### src/rtl/game_control_np.sv
`default_nettype none
// =============================================================================
// Module   : game_control_np
// Brief    : Coin/credit counter, start arbitration and turn rotation for
//            1..NUM_PLAYERS player coin-op game control.
// Revision : 1.0 - initial release
// =============================================================================
module game_control_np #(
    parameter int NUM_PLAYERS      = 2,
    parameter int NUM_COINS        = 2,
    parameter int CREDIT_W         = 4,
    parameter int MAX_CREDITS      = 9,
    parameter int COINS_PER_CREDIT = 1
) (
    input  logic                   CLK_DRV,
    input  logic                   RESET,
    input  logic [NUM_COINS-1:0]   COIN_N,
    input  logic [NUM_PLAYERS-1:0] START_N,
    input  logic                   FREE_PLAY,
    input  logic                   TURN_END,
    input  logic                   PLAYER_OUT,
    output logic [CREDIT_W-1:0]    CREDITS,
    output logic                   COIN_Q,
    output logic [NUM_PLAYERS-1:0] START_LAMP,
    output logic                   ATTRACT,
    output logic                   ATTRACT_N,
    output logic                   START_GAME,
    output logic [2:0]             GAME_PLAYERS,
    output logic [2:0]             CUR_PLAYER,
    output logic [NUM_PLAYERS-1:0] ACTIVE_MASK
);

    localparam int                  c_ACC_W = 8;
    localparam logic [c_ACC_W-1:0]  c_CPC   = c_ACC_W'(COINS_PER_CREDIT);
    localparam logic [CREDIT_W:0]   c_MAX   = (CREDIT_W+1)'(MAX_CREDITS);

    typedef enum logic [1:0] {
        ST_ATTRACT = 2'd0,
        ST_PLAY    = 2'd1,
        ST_OVER    = 2'd2
    } state_t;

    state_t                   r_state, w_state_next;
    logic                     r_attract, r_start_game, w_start_game_next;
    logic [2:0]               r_players, w_players_next, r_cur, w_cur_next;
    logic [NUM_PLAYERS-1:0]   r_mask, w_mask_next, w_cleared;
    logic [CREDIT_W-1:0]      r_credits, w_credits_next;
    logic [CREDIT_W:0]        w_cred_sum, w_deduct;
    logic [c_ACC_W-1:0]       r_acc, w_acc_next, w_acc_sum, w_coin_cnt;
    logic                     w_credit_inc, w_start_hit;
    logic [2:0]               w_start_k;

    logic [NUM_COINS-1:0]     r_coin_s1, r_coin_s2, r_coin_prev, w_coin_ev;
    logic [NUM_PLAYERS-1:0]   r_start_s1, r_start_s2, r_start_prev, w_start_ev;

    // History keeps following the synchronised pin through reset, so a switch
    // held across reset is already "seen" and cannot produce a fresh press.
    always_ff @(posedge CLK_DRV) begin
        r_coin_s1    <= COIN_N;
        r_coin_s2    <= r_coin_s1;
        r_coin_prev  <= r_coin_s2;
        r_start_s1   <= START_N;
        r_start_s2   <= r_start_s1;
        r_start_prev <= r_start_s2;
    end

    assign w_coin_ev  = r_coin_prev & ~r_coin_s2;
    assign w_start_ev = r_start_prev & ~r_start_s2;

    // Next player: nearest set bit strictly after cur, cyclically.
    function automatic logic [2:0] f_next_player(input logic [NUM_PLAYERS-1:0] mask,
                                                 input logic [2:0] cur);
        logic [2:0] best;
        int         best_d;
        int         d;
        best   = cur;
        best_d = NUM_PLAYERS + 1;
        for (int j = 0; j < NUM_PLAYERS; j++) begin
            d = j - int'(cur);
            if (d <= 0) d = d + NUM_PLAYERS;
            if (mask[j] && (d < best_d)) begin
                best_d = d;
                best   = 3'(j);
            end
        end
        return best;
    endfunction

    always_comb begin
        w_coin_cnt = '0;
        for (int i = 0; i < NUM_COINS; i++)
            w_coin_cnt = w_coin_cnt + c_ACC_W'(w_coin_ev[i]);
        w_acc_sum    = r_acc + w_coin_cnt;
        w_credit_inc = (w_acc_sum >= c_CPC);
        w_acc_next   = w_credit_inc ? (w_acc_sum - c_CPC) : w_acc_sum;

        // Later iterations overwrite earlier ones: highest eligible button wins.
        w_start_hit = 1'b0;
        w_start_k   = '0;
        for (int k = 0; k < NUM_PLAYERS; k++) begin
            if (w_start_ev[k] && (FREE_PLAY || (int'(r_credits) >= k + 1))) begin
                w_start_hit = 1'b1;
                w_start_k   = 3'(k);
            end
        end

        w_cleared = r_mask;
        for (int i = 0; i < NUM_PLAYERS; i++)
            w_cleared[i] = r_mask[i] && (3'(i) != r_cur);
    end

    always_comb begin
        w_state_next      = r_state;
        w_players_next    = r_players;
        w_cur_next        = r_cur;
        w_mask_next       = r_mask;
        w_start_game_next = 1'b0;
        w_deduct          = '0;
        case (r_state)
            ST_ATTRACT: begin
                if (w_start_hit) begin
                    w_state_next      = ST_PLAY;
                    w_players_next    = w_start_k + 3'd1;
                    w_cur_next        = '0;
                    w_start_game_next = 1'b1;
                    for (int i = 0; i < NUM_PLAYERS; i++)
                        w_mask_next[i] = (3'(i) <= w_start_k);
                    if (!FREE_PLAY)
                        w_deduct = (CREDIT_W+1)'(w_start_k) + (CREDIT_W+1)'(1);
                end
            end
            ST_PLAY: begin
                if (PLAYER_OUT) begin
                    w_mask_next = w_cleared;
                    if (w_cleared == '0) w_state_next = ST_OVER;
                    else                 w_cur_next   = f_next_player(w_cleared, r_cur);
                end else if (TURN_END) begin
                    w_cur_next = f_next_player(r_mask, r_cur);
                end
            end
            ST_OVER: begin
                w_state_next   = ST_ATTRACT;
                w_players_next = '0;
                w_cur_next     = '0;
                w_mask_next    = '0;
            end
            default: w_state_next = ST_ATTRACT;
        endcase

        // Deduct never exceeds the current count, so the sum cannot underflow.
        w_cred_sum     = {1'b0, r_credits} + (CREDIT_W+1)'(w_credit_inc) - w_deduct;
        w_credits_next = (w_cred_sum > c_MAX) ? c_MAX[CREDIT_W-1:0] : w_cred_sum[CREDIT_W-1:0];
    end

    always_ff @(posedge CLK_DRV) begin
        if (RESET) begin
            r_state      <= ST_ATTRACT;
            r_attract    <= 1'b1;
            r_start_game <= 1'b0;
            r_players    <= '0;
            r_cur        <= '0;
            r_mask       <= '0;
            r_credits    <= '0;
            r_acc        <= '0;
        end else begin
            r_state      <= w_state_next;
            r_attract    <= (w_state_next != ST_PLAY);
            r_start_game <= w_start_game_next;
            r_players    <= w_players_next;
            r_cur        <= w_cur_next;
            r_mask       <= w_mask_next;
            r_credits    <= w_credits_next;
            r_acc        <= w_acc_next;
        end
    end

    assign CREDITS      = r_credits;
    assign COIN_Q       = (r_credits != '0) || FREE_PLAY;
    assign ATTRACT      = r_attract;
    assign ATTRACT_N    = ~r_attract;
    assign START_GAME   = r_start_game;
    assign GAME_PLAYERS = r_players;
    assign CUR_PLAYER   = r_cur;
    assign ACTIVE_MASK  = r_mask;

    generate
        for (genvar k = 0; k < NUM_PLAYERS; k++) begin : g_lamp
            assign START_LAMP[k] = r_attract && (FREE_PLAY || (r_credits >= CREDIT_W'(k + 1)));
        end
    endgenerate

endmodule
`default_nettype wire

### config.mk
export PLATFORM = sky130hd
export DESIGN_NAME = game_control_np
export DESIGN_NICKNAME = d
export VERILOG_FILES = /design/src/rtl/game_control_np.sv
export SDC_FILE = /design/constraint.sdc
export NUM_CORES = 1
export LEC_CHECK = 0
export ABC_CLOCK_PERIOD_IN_PS = 7700
export BUFFER_PORTS_ARGS = -buffer_cell sky130_fd_sc_hd__buf_2
export CAP_MARGIN = 0
export CORE_MARGIN = 3
export CORE_UTILIZATION = 40
export DETAILED_ROUTE_END_ITERATION = 10
export PLACE_DENSITY_LB_ADDON = 0.3
export SYNTH_ARGS = -nofsm -noshare
export SYNTH_HDL_FRONTEND = slang
export SYNTH_SLANG_ARGS = --single-unit
### constraint.sdc
create_clock -name CLK_DRV -period 7.7 [get_ports CLK_DRV]
set_clock_uncertainty 0.05 [all_clocks]
set_input_delay 0.385 -clock CLK_DRV [delete_from_list [all_inputs] [get_ports CLK_DRV]]
set_output_delay 0.385 -clock CLK_DRV [all_outputs]
set_load 0.02 [all_outputs]
==> results.py, run 1 <==
metrics = {
    "critical_path": {
        "cp_max_fo": 7,
        "cp.required_ps": 7800,
        "worstSetupStartpointType": "flip-flop",
        "path_class": "flip-flop to flip-flop",
        "worstPathArrival_ps": 4320,
        "end_kind": "flip-flop",
    },
    "pwr": {
        "powerDensity_nw_per_um2": 417,
        "p_leak_nw": 0.928,
        "vdd_drop_max_uv": 220,
    },
    "drt": {
        "ant_nets": 0,
        "vias": 1603,
        "drt_iter0_drc": 33,
        "vias_per_cell": 5.40,
        "routed_wl_um": 3920,
        "dr.pass1.iters": 4,
        "wire_per_inst_um": 13.2,
        "drc": 0,
    },
    "clock_tree": {
        "cts_buffer_depth": 2,
        "path_clk_slew_ps": 70,
        "cts_setup_buffers": 0,
        "cts-resized-gates": 0,
        "cts_hold_buf": 0,
        "htree_num_levels": 2,
        "clock_latency_ps": 280,
        "cts_root_buf": "clkbuf_8",
        "cts-buffers-inserted": 5,
        "cts_tree": "yes",
        "clkSinkCount": 33,
    },
    "final_layout": {
        "mostFrequentLayoutCell": "dfxtp_1",
        "mostFrequentLayoutCells": "dfxtp_1, buf_2, inv_1",
        "drive_above_1_share_pct": 15.5,
        "regArea_um2": 661,
        "multi_input_comb_area_um2": 1130,
        "syn2layout_area_growth_pct": 11.6,
        "n_fill_cell": 444,
        "antennaDiodeCount": 0,
        "nets": 270,
    },
    "run_status": {
        "status": "complete, no violations",
    },
    "timing": {
        "worst_slack_ps": 3470,
        "timing.final.hold_violations": 0,
        "post-route-min-period_ps": 4230,
        "setup_viol": 0,
        "fin_crit_sh_pct": 54.9,
        "rsz0062_at_grt": "false",
        "fin_setup_tns_ps": 0,
        "final_max_slew_viol_count": 0,
        "fmax_mhz": 237,
    },
    "job": {
        "maxCapViolCount": 0,
    },
    "grt": {
        "globalRoute.busiestLayer": "met2",
        "grt.total_usage_pct": 14.6,
        "grt_pass1_wl_um": 6330,
        "grt_max_degree": 26,
        "use_met1_pct": 18.8,
        "use_met2_pct": 23.6,
        "antenna_found_initial": 0,
        "overflow": 0,
        "met3_usage_pct": 3.34,
        "grt_pass1_vias": 1408,
    },
    "logic_synthesis": {
        "ys_async_sr_fraction_pct": 0,
        "avgSynthCellArea_um2": 8.65,
        "syn_inst": 221,
        "ys_warn_count": 0,
        "ys.flop_type": "dfxtp_1",
        "ys_types": 51,
        "syn_area_um2": 1910,
        "ys_ff_latch": 33,
        "synth-edff-count": 0,
        "seq_area_frac_synth_pct": 34.6,
    },
    "floorplan": {
        "core_area_um2": 4470,
        "die-area_um2": 5640,
        "die_y_um": 75.1,
        "ios": 27,
        "initial_utilization_pct": 42.7,
        "num_rows": 24,
        "die_x_um": 75.1,
    },
    "placement": {
        "place_ws_ps": 3480,
        "dp_hpwl_um": 2970,
        "port_buffers": 23,
        "gp_congestion": 0.941,
    },
    "worst_hold_path": {
        "hp-class": "input port to flip-flop",
    },
}
==> report_power, final <==
group,internal [mW],switching (mW),leakage [nW]
clock,0.0624,0.0650,0.0439
combinational,0.209,0.296,0.610
sequential,0.213,0.0452,0.274
==> per-layer routing <==
layer / part of all wire, % / vias to the layer above / wire (um)
li1: - / 821 / -
met1: 48 / 736 / 1890
met4: 1.6 / 0 / 63
met3: 3.7 / 7 / 145
met5: 0 / - / 0
met2: 46 / 39 / 1820
==> registers in the layout, indices dropped and copies added, names as in the netlist <==
name,cells
ACTIVE_MASK,2
ATTRACT,1
CREDITS,4
CUR_PLAYER,1
GAME_PLAYERS,2
START_GAME,1
r_acc,8
r_coin_prev,2
r_coin_s1,2
r_coin_s2,2
r_start_prev,2
r_start_s1,2
r_start_s2,2
r_state,2
==> synthesized netlist by cell type, drive strengths merged (2+ instances only) <==
| library cell | number | area [um^2] |
|---|---|---|
| nor3 | 9 | 45.0 |
| clkbuf | 4 | 15.0 |
| fa | 2 | 40.0 |
| nand3 | 5 | 25.0 |
| nand2b | 12 | 75.1 |
| a21oi | 17 | 88.8 |
| o22ai | 2 | 12.5 |
| inv | 21 | 78.8 |
| a31oi | 3 | 18.8 |
| ha | 15 | 188 |
| xor2 | 3 | 26.3 |
| xnor2 | 7 | 61.3 |
| a211o | 3 | 26.3 |
| or3 | 3 | 18.8 |
| nor2 | 10 | 37.5 |
| a21o | 4 | 30.0 |
| nand2 | 10 | 37.5 |
| a21boi | 3 | 22.5 |
| nand3b | 2 | 15.0 |
| o32ai | 2 | 17.5 |
| dfxtp | 33 | 661 |
| nor2b | 4 | 25.0 |
| a311oi | 2 | 17.5 |
| and3 | 2 | 12.5 |
| and2 | 6 | 40.0 |
| buf | 5 | 37.5 |
| nor4 | 3 | 18.8 |
| o21ai | 11 | 55.1 |
==> kinds of logic (layout without fill, tap and decap cells) <==
| kind of cell | Yosys count | in the layout | synth area share, % |
|---|---|---|---|
| and+or+nand+nor | 70 | 70 | 20.2 |
| AOI/OAI and AO/OA | 60 | 60 | 21.7 |
| DFF | 33 | 33 | 34.6 |
| buffers and inverters | 30 | 52 | 6.88 |
| adders and majority gates | 17 | 17 | 11.9 |
| xor gates and xnor gates | 10 | 10 | 4.58 |
| other | 1 | 3 | 0.196 |
==> layout make-up <==
type | count | share of cell area (%)
clock buffer | 5 | 3.23
clock inverter | 3 | 0.822
inverter | 21 | 3.70
multi-input combinational | 160 | 52.8
sequential | 33 | 31.0
tap | 52 | 3.05
timing repair buffer | 23 | 5.40
==> per-stage QoR <==
step / total power [mW] / hold WS, ps / instance area (um^2) / util [%] / std cells
3_3_place_gp: 0.758 / 260 / 2050 / 45.7 / 289
4_1_cts: 0.894 / 146 / 2130 / 47.7 / 297
5_1_grt: 0.966 / 138 / 2130 / 47.7 / 297
3_5_place_dp: 0.763 / 263 / 2050 / 45.7 / 289
2_1_floorplan: 0.650 / 260 / 1920 / - / 223
6_report: 0.890 / 153 / 2130 / 47.7 / 297
==> path summary, 6_finish.rpt <==
path | end | depth (start not counted) | start | slack, ps
setup / recovery | CREDITS[0]$_SDFF_PP0_ | 19 | r_coin_s2[0]$_DFF_P_ | 3470
hold / removal | r_start_s1[0]$_DFF_P_ | 1 | START_N[0] | 150
setup reg to reg | CREDITS[0]$_SDFF_PP0_ | 19 | r_coin_s2[0]$_DFF_P_ | 3470
hold reg to reg | r_coin_s2[0]$_DFF_P_ | 0 | r_coin_s1[0]$_DFF_P_ | 280
==> critical path, cell delays in order, from the launching register on <==
cell      delay, ps
dfxtp_1         310
nand2b_1        150
fa_1            440
inv_1            80
ha_1            220
inv_1           130
ha_1            310
inv_1           110
o22ai_1         400
and2_1          260
ha_1            240
inv_1            50
ha_1            150
inv_1            60
fa_1            400
nand2b_1        160
a21oi_1         150
nor2_1           90
xnor2_1         210
a31oi_1         110
Note: power is estimated with default switching activity, not from simulation.
==> run 2: changes to the inputs <==
--- a/config.mk
+++ b/config.mk
@@ -5,7 +5,7 @@
 export SDC_FILE = /design/constraint.sdc
 export NUM_CORES = 1
 export LEC_CHECK = 0
-export ABC_CLOCK_PERIOD_IN_PS = 7700
+export ABC_CLOCK_PERIOD_IN_PS = 3470
 export BUFFER_PORTS_ARGS = -buffer_cell sky130_fd_sc_hd__buf_2
 export CAP_MARGIN = 0
 export CORE_MARGIN = 3
==> constraint.sdc (replaced) <==
create_clock -name CLK_DRV -period 3.47 [get_ports CLK_DRV]
set_clock_uncertainty 0.05 [all_clocks]
set_input_delay 0.1735 -clock CLK_DRV [delete_from_list [all_inputs] [get_ports CLK_DRV]]
set_output_delay 0.1735 -clock CLK_DRV [all_outputs]
set_load 0.02 [all_outputs]
==> run 2 against run 1 <==
- the run now ends with setup timing left
- register-to-register slack worse by 3500 ps
- routed wire length increased by 11%
- critical path depth fell by 1
- total power rose to 2.7 times the previous value
- cell area is 17% higher
- flip-flop and latch count stayed put
- fmax increased by 20%
- sequential share of layout area down 4.5 points
- critical path type unchanged
==> results.py, run 2 (synthesis gave the netlist of run 1 again) <==
metrics = {
    "run_status": {
        "status": "finished, violations left",
        "violations": "setup timing",
    },
    "grt": {
        "grt_pass1_wl_um": 7670,
        "globalRoute.busiestLayer": "met2",
        "grt_max_degree": 26,
        "overflow": 0,
        "met3_usage_pct": 4.14,
        "grt.total_usage_pct": 18.0,
        "antenna_found_initial": 0,
        "use_met2_pct": 32.5,
        "grt_pass1_vias": 1708,
        "use_met1_pct": 20.2,
    },
    "floorplan": {
        "ios": 27,
        "initial_utilization_pct": 42.7,
        "die_x_um": 75.1,
        "die_y_um": 75.1,
        "core_area_um2": 4470,
        "num_rows": 24,
        "die-area_um2": 5640,
    },
    "drt": {
        "vias_per_cell": 5.28,
        "drc": 0,
        "wire_per_inst_um": 13.5,
        "ant_nets": 0,
        "drt_iter0_drc": 77,
        "vias": 1711,
        "dr.pass1.iters": 4,
        "routed_wl_um": 4370,
    },
    "clock_tree": {
        "clkSinkCount": 33,
        "cts_root_buf": "clkbuf_8",
        "cts_buffer_depth": 2,
        "cts-buffers-inserted": 5,
        "cts_tree": "yes",
        "htree_num_levels": 2,
        "path_clk_slew_ps": 80,
        "clock_latency_ps": 290,
    },
    "timing": {
        "timing.final.hold_violations": 0,
        "fmax_mhz": 284,
        "hold_slack_ps": 267,
        "fin_setup_tns_ps": -115,
        "fin_crit_sh_pct": 102,
        "final_max_slew_viol_count": 0,
        "rsz0062_at_grt": "true",
        "setup_viol": 3,
        "worst_slack_ps": -53.9,
        "post-route-min-period_ps": 3520,
    },
    "critical_path": {
        "worstPathArrival_ps": 3670,
        "crit_chain": "nand2b_4 > fa_2 > buf_4 > nand3b_1 > buf_4 > o21ai_0 > a221oi_2 > and2_4 > ha_4 > inv_2 > ha_4 > inv_2 > fa_2 > nand2b_4 > a21oi_2 > nor2_2 > xnor2_1 > nor4_1",
        "end_kind": "flip-flop",
        "path_class": "flip-flop to flip-flop",
        "worstSetupStartpointType": "flip-flop",
        "cp_max_fo": 4,
        "slowest_stage": "fa_2",
        "r2r_slack_ps": -50,
        "cp.required_ps": 3610,
        "max_stage_delay_ps": 360,
    },
    "worst_hold_path": {
        "hp-class": "input port to flip-flop",
    },
    "final_layout": {
        "syn2layout_area_growth_pct": 31.0,
        "antennaDiodeCount": 0,
        "nets": 297,
        "final_core_util_pct": 56.0,
        "drive_above_1_share_pct": 30.9,
        "largest_register": "r_acc",
        "mostFrequentLayoutCells": "dfxtp_1, buf_2, buf_4",
        "mostFrequentLayoutCell": "dfxtp_1",
        "largest_reg_flops": 8,
    },
    "placement": {
        "port_buffers": 23,
        "dp_hpwl_um": 3270,
        "gp_congestion": 0.884,
    },
    "pwr": {
        "powerDensity_nw_per_um2": 965,
        "p_leak_nw": 1.09,
        "vdd_drop_max_uv": 607,
    },
    "job": {
        "maxCapViolCount": 0,
    },
}
[run 2: cell type report]
cell class	instances	area, um^2
clock inverter	3	68.8
multi-input combinational	160	1230
clock buffer	5	68.8
tap	52	65.1
fill	369	1970
inverter	21	78.8
timing repair buffer	50	328
sequential	33	663
[run 2: worst paths after layout]
| kind | cells past startpoint | startpoint | to |
|---|---|---|---|
| hold reg to reg | 0 | r_coin_s1[0]$_DFF_P_ | r_coin_s2[0]$_DFF_P_ |
| setup reg to reg | 18 | r_coin_s2[1]$_DFF_P_ | CREDITS[1]$_SDFF_PP0_ |
| hold / removal | 3 | PLAYER_OUT | r_state[1]$_SDFF_PP0_ |
| setup / recovery | 18 | r_coin_s2[1]$_DFF_P_ | CREDITS[1]$_SDFF_PP0_ |
[run 2: critical path: cells and delay by family (launching register included)]
| family | cells | cell delay [ps] |
|---|---|---|
| buf+inv | 4 | 410 |
| flops | 1 | 320 |
| fa+ha+maj | 4 | 1030 |
| simple gates | 6 | 900 |
| xor+xnor | 1 | 130 |
| compound gates | 3 | 590 |
[run 2: routing by layer]
layer  part of all wire [%]  wire [um]
met1                     43       1900
met2                     50       2200
met3                    4.3        189
met4                    1.8         80
met5                      0          0
[run 2: repair_timing]
| item | CTS | global route |
|---|---|---|
| hold endpoints to repair | 4 | 0 |
| setup buffers | 2 | 1 |
| pin swaps | 3 | 1 |
| hold buffers | 4 | 0 |
| endpoints found under the setup margin | 4 | 4 |
| resized for setup | 8 | 4 |
[run 2: through the flow]
| stage | instances | instance area [um^2] | total power, mW | setup slack [ps] |
|---|---|---|---|---|
| finish | 324 | 2500 | 2.42 | -53.9 |
| global route | 324 | 2500 | 2.61 | -200 |
| CTS | 323 | 2480 | 2.41 | -86.1 |
| detailed placement | 309 | 2260 | 1.94 | -173 |
| global placement | 309 | 2260 | 1.91 | -26.2 |
| floorplan | 223 | 1990 | 1.53 | -49.9 |
[run 2: where the power goes]
group | switching (mW) | leakage [nW] | internal, mW
sequential | 0.0978 | 0.274 | 0.472
combinational | 0.753 | 0.749 | 0.651
clock | 0.153 | 0.0687 | 0.289
